==> config.mk <==
export PLATFORM = sky130hd
export DESIGN_NAME = alarm_ring
export DESIGN_NICKNAME = d
export VERILOG_FILES = /design/src/rtl/alarm_pkg.sv /design/src/rtl/sec_countdown.sv /design/src/rtl/alarm_ring.sv
export SDC_FILE = /design/constraint.sdc
export NUM_CORES = 1
export LEC_CHECK = 0
export ABC_AREA = 1
export CAP_MARGIN = 20
export CORE_UTILIZATION = 46
export CTS_CLUSTER_SIZE = 20
export DETAILED_ROUTE_END_ITERATION = 6
export GPL_TIMING_DRIVEN = 0
export PLACE_DENSITY_LB_ADDON = 0.2
export SLEW_MARGIN = 5
export SYNTH_ARGS = -nofsm -noshare
export SYNTH_HDL_FRONTEND = slang
export SYNTH_HIERARCHICAL = 1
export SYNTH_SLANG_ARGS = --single-unit
==> constraint.sdc <==
create_clock -name clk -period 2.12 [get_ports clk]
set_input_delay 0.636 -clock clk [delete_from_list [all_inputs] [get_ports clk]]
set_output_delay 0.636 -clock clk [all_outputs]
set_load 0.02 [all_outputs]
==> src/rtl/alarm_pkg.sv <==
// Shared definitions for the alarm ringer: FSM encoding and default timing constants.
package alarm_pkg;

    typedef enum logic [1:0] {
        S_IDLE   = 2'd0,
        S_RING   = 2'd1,
        S_SNOOZE = 2'd2
    } state_t;

    localparam int DEF_RING_SECS   = 60;
    localparam int DEF_SNOOZE_SECS = 300;
    localparam int DEF_MAX_SNOOZE  = 3;

endpackage

==> src/rtl/sec_countdown.sv <==
// Loadable seconds down-counter; decrements on each enabled tick and saturates at zero.
module sec_countdown #(
    parameter int W = 9
) (
    input  logic         clk,
    input  logic         rst,
    input  logic         load,
    input  logic [W-1:0] load_val,
    input  logic         en,
    output logic [W-1:0] cnt,
    output logic         zero
);

    assign zero = (cnt == '0);

    always_ff @(posedge clk or posedge rst) begin
        if (rst)
            cnt <= '0;
        else if (load)
            cnt <= load_val;
        else if (en && !zero)
            cnt <= cnt - 1'b1;
    end

endmodule

==> src/rtl/alarm_ring.sv <==
// Alarm ringer: fires on the rising edge of a minute match, rings for a bounded time,
// and supports a limited number of snoozes per alarm event.
import alarm_pkg::*;

module alarm_ring #(
    parameter int RING_SECS   = DEF_RING_SECS,
    parameter int SNOOZE_SECS = DEF_SNOOZE_SECS,
    parameter int MAX_SNOOZE  = DEF_MAX_SNOOZE
) (
    input  logic       clk,
    input  logic       rst,
    input  logic       tick_1hz,
    input  logic       alarm_en,
    input  logic [3:0] alarm_min1,
    input  logic [3:0] alarm_min2,
    input  logic [3:0] cur_min1,
    input  logic [3:0] cur_min2,
    input  logic [3:0] cur_sec1,
    input  logic [3:0] cur_sec2,
    input  logic       stop,
    input  logic       snooze,
    output logic       ring,
    output logic       beep,
    output logic       snoozing,
    output logic [1:0] snooze_left
);

    localparam int RW = $clog2(RING_SECS);
    localparam int SW = $clog2(SNOOZE_SECS + 1);

    state_t        state, state_nx;
    logic          match, match_d, trigger;
    logic [RW-1:0] ring_cnt;
    logic [SW-1:0] snz_cnt;
    logic          snz_zero, snz_load, snz_en;
    logic          ring_last;

    assign match = (cur_min1 == alarm_min1) && (cur_min2 == alarm_min2) &&
                   (cur_sec1 == 4'd0) && (cur_sec2 == 4'd0);
    assign trigger   = alarm_en && match && !match_d;
    assign ring_last = (ring_cnt == RW'(RING_SECS - 1));

    always_ff @(posedge clk or posedge rst) begin
        if (rst)
            state <= S_IDLE;
        else
            state <= state_nx;
    end

    // Buttons beat ticks; stop beats snooze; a disarmed alarm beats everything.
    always_comb begin
        state_nx = state;
        if (!alarm_en)
            state_nx = S_IDLE;
        else begin
            case (state)
                S_IDLE:
                    if (trigger) state_nx = S_RING;
                S_RING:
                    if (stop || (snooze && snooze_left == 2'd0)) state_nx = S_IDLE;
                    else if (snooze)                             state_nx = S_SNOOZE;
                    else if (tick_1hz && ring_last)              state_nx = S_IDLE;
                S_SNOOZE:
                    // snz_zero only guards against an unreachable drained counter
                    if (stop)                                          state_nx = S_IDLE;
                    else if ((tick_1hz && snz_cnt == SW'(1)) || snz_zero) state_nx = S_RING;
                default:
                    state_nx = S_IDLE;
            endcase
        end
    end

    always_comb begin
        ring     = (state == S_RING);
        snoozing = (state == S_SNOOZE);
    end

    always_ff @(posedge clk or posedge rst) begin
        if (rst) begin
            match_d     <= 1'b0;
            beep        <= 1'b0;
            ring_cnt    <= '0;
            snooze_left <= 2'd0;
        end else begin
            match_d <= match;
            if (state_nx == S_RING && state != S_RING) begin
                ring_cnt <= '0;
                beep     <= 1'b1;
                if (state == S_IDLE)
                    snooze_left <= 2'(MAX_SNOOZE);
            end else if (state == S_RING && state_nx == S_RING) begin
                if (tick_1hz) begin
                    ring_cnt <= ring_cnt + 1'b1;
                    beep     <= ~beep;
                end
            end else begin
                beep <= 1'b0;
            end
            if (state == S_RING && state_nx == S_SNOOZE)
                snooze_left <= snooze_left - 2'd1;
        end
    end

    assign snz_load = (state == S_RING) && (state_nx == S_SNOOZE);
    assign snz_en   = (state == S_SNOOZE) && (state_nx == S_SNOOZE) && tick_1hz;

    sec_countdown #(.W(SW)) u_snooze_cnt (
        .clk      (clk),
        .rst      (rst),
        .load     (snz_load),
        .load_val (SW'(SNOOZE_SECS)),
        .en       (snz_en),
        .cnt      (snz_cnt),
        .zero     (snz_zero)
    );

endmodule

Yosys cells after proc, flatten, opt, wreduce, memory -nomap -nowiden

Index checks and enable logic that the tools add are counted.

$add $sub $neg: 3
$mul: 0
Div/mod/pow operators: 0
Order comparisons: 0
Equal/unequal tests: 10
Shift operators: 0
Muxes and demuxes: 19
Bitwise logic cells: 1
Reduce and logical (&&, ||, !) cells: 30

Operators by type and width:

| cell                                                                    | count |
|---|---|
| 2-bit 2-to-1 mux                                                        | 10 |
| 6-bit 2-to-1 mux                                                        | 3 |
| 9-bit 2-to-1 mux                                                        | 2 |
| 1-bit logical AND                                                       | 14 |
| 2-bit nonzero test                                                      | 5 |
| 9-bit by 1-bit equality test with 1-bit output, second input constant   | 1 |
| 9-bit zero test                                                         | 1 |
| 9-bit by 1-bit subtractor with 9-bit output, second input constant      | 1 |
| 4-bit equality test                                                     | 2 |
| 4-bit zero test                                                         | 2 |
| 6-bit by 1-bit adder with 6-bit output, second input constant           | 1 |
| 6-bit equality test, second input constant                              | 1 |
| 2-bit case mux with 3 select lines                                      | 1 |
| 2-bit by 1-bit equality test with 1-bit output, second input constant   | 2 |
| 2-bit equality test, second input constant                              | 2 |
| 2-bit zero test                                                         | 2 |
| 2-bit AND reduction                                                     | 2 |
| 1-bit 2-to-1 mux                                                        | 3 |
| 3-bit inequality test, second input constant                            | 1 |
| 1-bit zero test                                                         | 2 |
| 1-bit logical OR                                                        | 2 |
| 2-bit by 1-bit inequality test with 1-bit output, second input constant | 1 |
| 2-bit by 1-bit subtractor with 2-bit output, second input constant      | 1 |
| 1-bit NOT                                                               | 1 |

Flip-flop bits (word level): 21
Bits in latches: 0
Memory bits (writable): 0
Bits in read-only memories: 0
Input bits: 30
Memories kept: 0

Longest topological paths before layout

Gate-level depths: netlist (run 1).

Word-level depth: 15
Gate-level depth with buffers: 16
Depth with buffers taken out: 16

Modules after synthesis

The synthesis (run 1) kept the hierarchy.

By module, submodules not included:

| module        | instances | cells an instance | area each (µm²) |
|---|---|---|---|
| alarm_ring    | 1         | 154               | 983.4 |
| sec_countdown | 1         | 102               | 679.4 |

Least setup slack after synthesis (run 1)

OpenSTA, ideal clock, no wires.

Path kind: reg2reg
Start: reg u_snooze_cnt.cnt[0]
End: reg u_snooze_cnt.cnt[0]
Library setup time: 0.074 ns
Data arrival time: 1.995 ns
Required time: 2.046 ns
Slack: 0.051 ns
Stages on the path, launching flop included: 17
Path buffers: 1
Period minus slack after synthesis: 2.069 ns
Path through: dfrtp_1 inv_1 ha_1 nand2_1 nor2_4 nand2_2 inv_1 inv_1 nand3_1 nand2_2 nand2_1 nor3_1 nand2_4 nand2_4 buf_6 nand2_2 o21ai_2

Elaborated cells on any way between the ends: 18
Classes of those cells: add/sub (1); eq/ne (2); mux (6); reduce/logical (9)

RTL lines:

| element                            | line                | source |
|---|---|---|
| from (decl)                        | sec_countdown.sv:10 | `output logic [W-1:0] cnt,` |
| from (signal assigned)             | sec_countdown.sv:20 | `cnt <= load_val;` |
| from (signal assigned)             | sec_countdown.sv:22 | `cnt <= cnt - 1'b1;` |
| 9-bit zero test                    | sec_countdown.sv:14 | `assign zero = (cnt == '0);` |
| net snz_zero                       | alarm_ring.sv:35    | `logic snz_zero, snz_load, snz_en;` |
| 1-bit logical OR                   | alarm_ring.sv:66    | `else if ((tick_1hz && snz_cnt == SW'(1)) \|\| snz_zero) state_nx = S_RING;` |
| 2-bit 2-to-1 mux                   | alarm_ring.sv:66    |  |
| 2-bit 2-to-1 mux                   | alarm_ring.sv:65    | `if (stop) state_nx = S_IDLE;` |
| 2-bit case mux with 3 select lines | alarm_ring.sv:56    | `case (state)` |
| 2-bit 2-to-1 mux                   | alarm_ring.sv:53    | `if (!alarm_en)` |
| 2-bit equality test                | alarm_ring.sv:105   | `assign snz_en = (state == S_SNOOZE) && (state_nx == S_SNOOZE) && tick_1hz;` |
| 1-bit logical AND (2 in a row)     | alarm_ring.sv:105   |  |
| net snz_en                         | alarm_ring.sv:35    |  |
| 1-bit logical AND                  | sec_countdown.sv:21 | `else if (en && !zero)` |
| 2-bit nonzero test (no line)       | n/a                 |  |

The timed path passes the listed nets, and every way through them passes these cells. The select of a mux whose other input is x is not followed.
A chain may end at the register's enable or synchronous reset.

Final worst setup path (run 1)

Start: reg state[0]
End: out snoozing

Cells in the longest elaborated chain, start to end: 1

RTL lines:

| element                | line             | source |
|---|---|---|
| from (decl)            | alarm_ring.sv:31 | `state_t state, state_nx;` |
| from (signal assigned) | alarm_ring.sv:47 | `state <= state_nx;` |
| 2-bit equality test    | alarm_ring.sv:75 | `snoozing = (state == S_SNOOZE);` |
| to (decl)              | alarm_ring.sv:24 | `output logic snoozing,` |

No other way between the ends.

==> results of run 1 <==
cell usage after synthesis:
cell type  number  area (sq um)
a21oi_1         3          15.0
dfrtp_1        21           526
xnor2_1         5          43.8
nand2_2         9          56.3
a21boi_0        1          7.51
nand2_4         3          33.8
inv_2           2          7.51
nand3b_1        1          7.51
buf_6           1          11.3
o21ai_2         5          43.8
and2_1          1          6.26
nor2_4          3          33.8
nor4_1          2          12.5
o21ai_0         7          35.0
nand3_2         1          10.0
nand4_1         3          18.8
conb_1          2          7.51
ha_1            3          37.5
nor2_2          1          6.26
clkbuf_1        1          3.75
nor3_2          1          10.0
nand2_1        79           297
nor3_1          2          10.0
nand3_1        22           110
inv_1          46           173
nor2_1         27           101
a211oi_2        1          12.5
xor2_1          3          26.3
worst max path at each step:
stage | cells after the start | slack (ns) | end
floorplan | 16 | 0.05 | u_snooze_cnt/cnt[0]
global placement | 13 | -0.60 | u_snooze_cnt/cnt[2]
detailed placement | 14 | -0.63 | u_snooze_cnt/cnt[2]
CTS | 15 | 0.03 | u_snooze_cnt/cnt[2]
global route | 16 | 0.02 | u_snooze_cnt/cnt[2]
finish | 4 | 0.11 | snoozing
final cells by class:
cell class / count / area, sq um
sequential: 21 / 526
multi-input combinational: 192 / 1000
tap: 46 / 57.6
inverter: 48 / 183
buffer: 2 / 26.3
fill: 304 / 1180
clock buffer: 4 / 26.3
timing repair buffer: 41 / 389
critical path, cell delays in order (launching register included):
cell	delay, ns
dfrtp_1	0.45
inv_2	0.10
nand2_1	0.12
inv_1	0.08
dlygate4sd2_1	0.33
power by group through the flow:
stage / clock (mW) / combinational [mW] / sequential [mW]
after detailed placement: 0 / 0.118 / 0.417
after CTS: 0.204 / 0.119 / 0.410
after global routing: 0.216 / 0.135 / 0.411
after floorplan: 0 / 0.0477 / 0.417
final: 0.196 / 0.118 / 0.410
after global placement: 0 / 0.116 / 0.417
repair_timing:
| action | in CTS | in global routing |
|---|---|---|
| hold buffers | 0 | 0 |
| setup buffers | 2 | 5 |
| pin swaps | 1 | 2 |
| gates resized for setup | 16 | 9 |
| setup endpoints to repair | 11 | 13 |
metal layers:
metal / track usage [%] / routed length [microns]
met1: 25.4 / 1630
met2: 34.8 / 1660
met3: 1.84 / 104
met4: 6.10 / 28
met5: 0 / 0
logic make-up after synthesis:
kind of cell / count (synthesis) / share of synthesized area (%)
buffers and inverters: 50 / 11.7
flip-flops: 21 / 31.6
adder cells (fa/ha/maj): 3 / 2.26
AO/OA/AOI/OAI: 17 / 6.85
other: 2 / 0.452
AND/OR/NAND/NOR: 155 / 42.9
XOR/XNOR: 8 / 4.21
sequential cells by signal, summed over array words and instances (netlist names):
name / flops
u_snooze_cnt/cnt: 9
match_d: 1
ring_cnt: 6
snooze_left: 2
state: 2
beep: 1
per-stage QoR:
step	util (%)	TNS, ns
final	65.2	0
after global routing	65.2	0
after CTS	63.5	0
after detailed placement	61.6	-6.33
after global placement	61.6	-5.88
after floorplan	-	0
==> run summary, run 1 <==
register share of total power = 56.6%
total track usage = 19.7%
Avg Inst Size Synth = 6.50 sq um
drt wl/cell = 9.67 microns
WP data arrival = 1.37 ns
Worst Skew = 0.00277 ns
most common cell after layout, fill and taps aside = nand2_1
Synth Instances = 256
initial antenna violation count = 0
# rows = 21
vias per cell = 4.64
Worst Hold Class = reg -> reg
RR Endpoint = u_snooze_cnt/cnt[2]
Max-Cap Viols = 0
vias in the first global route = 1548
Routed Wire Length = 3.42 mm
worst hold margin = 0.542 ns
Clock Sinks = 21
post-synth cell types = 28
GPL Wtd Cong = 0.856
CTS Buf Count = 3
R2R depth = 16
H-tree Lvls = 1
min cycle time layout = 2.01 ns
die area = 0.00386 sq mm
min-delay src = ring_cnt[4]
Final HPWL DP = 2.68 mm
Top-Level Pins = 35
Switching Fraction = 24.5%
die width = 62.1 microns
clock power share = 27.1%
area added between synthesis and finish = 32.8%
Final Hold Viols = 0
final worst slack = 0.110 ns
Root Driver = clkbuf_4
Crit Reg-Reg Startpoint = u_snooze_cnt/cnt[1]
Initial Util = 49.1%
CTS tree = built
drt drc = 0
largest net degree at the start of global routing = 13
Non-Filler Instances = 354
Net Switching = 0.177 mW
endpoint class of the critical path = output port
core area = 0.00339 sq mm
fin area = 0.00221 sq mm
DR iter-0 viols = 110
post-route ant nets = 0
Combinational Power Share = 16.3%
Skew-Pair Late Insertion Delay = 0.30 ns
Die H = 62.1 microns
status = finished clean
CP max FO = 4
Post-Place Worst Slack = -0.634 ns
crit start category = flop
total gr overflow = 0
WHS Endpoint = ring_cnt[4]
WS Path Type = reg -> out
PnR Total Power = 0.724 mW
Syn Std Cell Area = 0.00166 sq mm
sequential element share of the synthesized area = 31.6%
Clock transition at path regs = 0.12 ns
routed vias = 1641
Tcrit/Tclk final = 94.8%
final net count = 342
RSZ-0062 raised after global routing = no
DP Area = 0.00209 sq mm
worst setup path start = state[0]
post-synthesis register bit count = 21
achievable frequency = 498 MHz
pwr dens = 328 mW/mm^2
first-pass detailed-route iteration total = 5
peak supply drop = 163 uV
commonest cells after routing, fill and taps aside = nand2_1, inv_1, clkdlybuf4s50_1
hold path depth = 2
DP Cell Count = 343
required time worst endpoint = 1.48 ns
Final Max Slew Viols = 0
Pleak = 1.11 nW
# diodes = 0
# setup viols final = 0
Port-buffer cells = 34
first-pass GRT wire length = 6.29 mm
ratio of cells with drive above 1 in the final layout = 15.6%
Int Power = 0.547 mW
worst reg-to-reg setup slack = 0.18 ns
Ys Warns = 6
maximum buffer depth of the clock tree = 2
No activity file was read; power rests on OpenSTA's default activity.
==> run 2, diff against run 1 <==
- CORE_MARGIN: unset -> 1
- CORE_UTILIZATION: 46 -> 45
- SYNTH_HIERARCHICAL: 1 -> unset
==> run 2 against run 1 <==
Register-to-register slack improved by 0.15 ns. Largest power group unchanged. Maximum frequency decreased by 0.36%. Wire length decreased by 11%. Core utilization decreased by 3.2 points. Combinational power decreased by 8%. Synthesized cell count decreased by 20%. Critical path type unchanged. Critical path depth unchanged. Count of clock-buffer cells in the layout decreased by 1. Clock skew increased by 0.0060 ns. Cell area decreased by 13%. Sequential share of layout area increased by 3.5 points.
==> run summary, run 2 <==
status = finished clean
worst-margin pin slew = 0.807 ns
total gr overflow = 0
CTS Buf Count = 3
Skew-Pair Late Insertion Delay = 0.31 ns
top cells by count, synth = nand2_1, inv_1, dfrtp_1, nor2_1, nand3_1
endpoint class of the critical path = output port
Ys Warns = 0
async set or reset register ratio after synthesis = 100%
vias per cell = 4.73
CP max FO = 5
first-pass detailed-route iteration total = 5
CP Cell Sequence = inv_2, nand2_1, inv_1, dlygate4sd2_1
Worst Path Buf+Inv = 3
compound-cell area share of the yosys netlist = 6.01%
Pleak = 0.997 nW
Worst Hold Class = reg -> reg
commonest cells after routing, fill and taps aside = nand2_1, clkdlybuf4s50_1, inv_1
most common cell after layout, fill and taps aside = nand2_1
drt wl/cell = 10.5 microns
initial antenna violation count = 0
Slew headroom = 46.1%
achievable frequency = 496 MHz
worst hold margin = 0.487 ns
# diodes = 0
Top Family by Delay on Critical Path = buffers and inverters
H-tree Lvls = 1
RSZ-0062 raised after global routing = no
GPL Wtd Cong = 0.819
Adder-Cell Fraction of Synth Area = 4.17%
RR Endpoint = u_snooze_cnt.cnt[4]
final net count = 280
min-delay src = beep
Tcrit/Tclk final = 95.2%
crit start category = flop
Post-Place Worst Slack = -0.190 ns
core area = 0.00310 sq mm
peak supply drop = 190 uV
Port-buffer cells = 34
min cycle time layout = 2.02 ns
leading area contributor after synthesis = dfrtp_1
Non-Filler Instances = 288
Syn Std Cell Area = 0.00150 sq mm
vias in the first global route = 1195
Routed Wire Length = 3.04 mm
ranking of synthesized cells by area = dfrtp_1, nand2_1, inv_1
Die H = 59.7 microns
post-synthesis register bit count = 21
most frequent cell after synthesis = nand2_1
Max-Cap Viols = 0
maximum buffer depth of the clock tree = 2
Final Hold Viols = 0
Root Driver = clkbuf_4
hold path depth = 1
required time worst endpoint = 1.48 ns
Worst Skew = 0.00875 ns
largest net degree at the start of global routing = 22
DP Cell Count = 284
# rows = 20
Yosys top cell area share = 35.0%
Slowest-stage cell, CP = dfrtp_1
# setup viols final = 0
CP peak stage delay = 0.46 ns
final worst slack = 0.103 ns
Post-Synthesis Net Count = 241
Largest Register = u_snooze_cnt.cnt
largest registers = u_snooze_cnt.cnt (9), ring_cnt (6)
ratio of cells with drive above 1 in the final layout = 11.1%
Final Max Slew Viols = 0
first-pass GRT wire length = 5.22 mm
area added between synthesis and finish = 28.2%
Clock transition at path regs = 0.12 ns
WS Path Type = reg -> out
worst reg-to-reg setup slack = 0.33 ns
Post-synth EDFFs = 0
Core Util, Final = 62.0%
Synth Instances = 206
post-route ant nets = 0
total track usage = 19.2%
DP Area = 0.00190 sq mm
die width = 59.7 microns
Top-Level Pins = 35
drt drc = 0
Initial Util = 48.3%
CTS tree = built
pwr dens = 370 mW/mm^2
Crit Reg-Reg Startpoint = snooze_left[0]
post-synth cell types = 27
R2R depth = 12
WP data arrival = 1.38 ns
simple-gate area share of the yosys netlist = 37.9%
max reg flops = 9
fin area = 0.00192 sq mm
DR iter-0 viols = 49
Avg Inst Size Synth = 7.28 sq um
WHS Endpoint = beep
Post-Synth XOR/XNOR Area = 8.76%
Final HPWL DP = 2.40 mm
post-synthesis mux area share = 0%
routed vias = 1361
Clock Sinks = 21
die area = 0.00357 sq mm
largest family of logic cells by synthesized area = simple AND/OR/NAND/NOR gates
sequential element share of the synthesized area = 35.0%
Main synth FF type = dfrtp_1
## run 2: report_power, final
group	switching [mW]	internal, mW	total, mW
registers	0.00177	0.403	0.405
logic	0.0425	0.0660	0.109
clock network	0.128	0.0703	0.199
## run 2: through the flow
step	total power, mW	setup TNS (ns)
floorplan	0.452	0
global placement	0.520	-2.31
detailed placement	0.522	-2.65
CTS	0.723	0
global route	0.751	0
finish	0.712	0
## run 2: what timing repair did
item	in CTS	in global routing
hold buffers	0	0
endpoints found under the setup margin	2	1
buffers inserted	0	0
gates resized for setup	3	1
## run 2: kinds of logic (layout without fill, tap and decap cells)
| group | Yosys count | after routing |
|---|---|---|
| compound gates | 12 | 12 |
| fa+ha+maj | 5 | 5 |
| simple gates | 122 | 122 |
| xor+xnor | 15 | 15 |
| buf+inv | 31 | 69 |
| flops | 21 | 21 |
## run 2: routing by layer
metal / GRT usage, % / vias to the layer above / share of wire [%]
met5: 0 / - / 0
met3: 4.55 / 2 / 8.4
met1: 25.8 / 600 / 50
met2: 30.8 / 43 / 41
met4: 4.98 / 0 / 0.33
li1: - / 716 / -
## run 2: cell type report
| cell class | count | area (sq um) |
|---|---|---|
| well taps | 44 | 55.1 |
| inverters | 31 | 123 |
| flip-flops and latches | 21 | 526 |
| clock inverters | 1 | 5.00 |
| repair buffers | 34 | 339 |
| fillers | 295 | 1180 |
| clock buffers | 3 | 22.5 |
| multi-input cells | 154 | 853 |
## run 2: worst max-delay path by stage
stage                              start                   to  cells past startpoint
after floorplan           snooze_left[0]  u_snooze_cnt.cnt[4]                     12
after global placement              stop  u_snooze_cnt.cnt[4]                     11
after detailed placement     cur_min2[3]          ring_cnt[3]                     12
after CTS                       state[0]                 ring                      3
after global routing         cur_min1[0]          ring_cnt[3]                      9
final                           state[0]             snoozing                      4
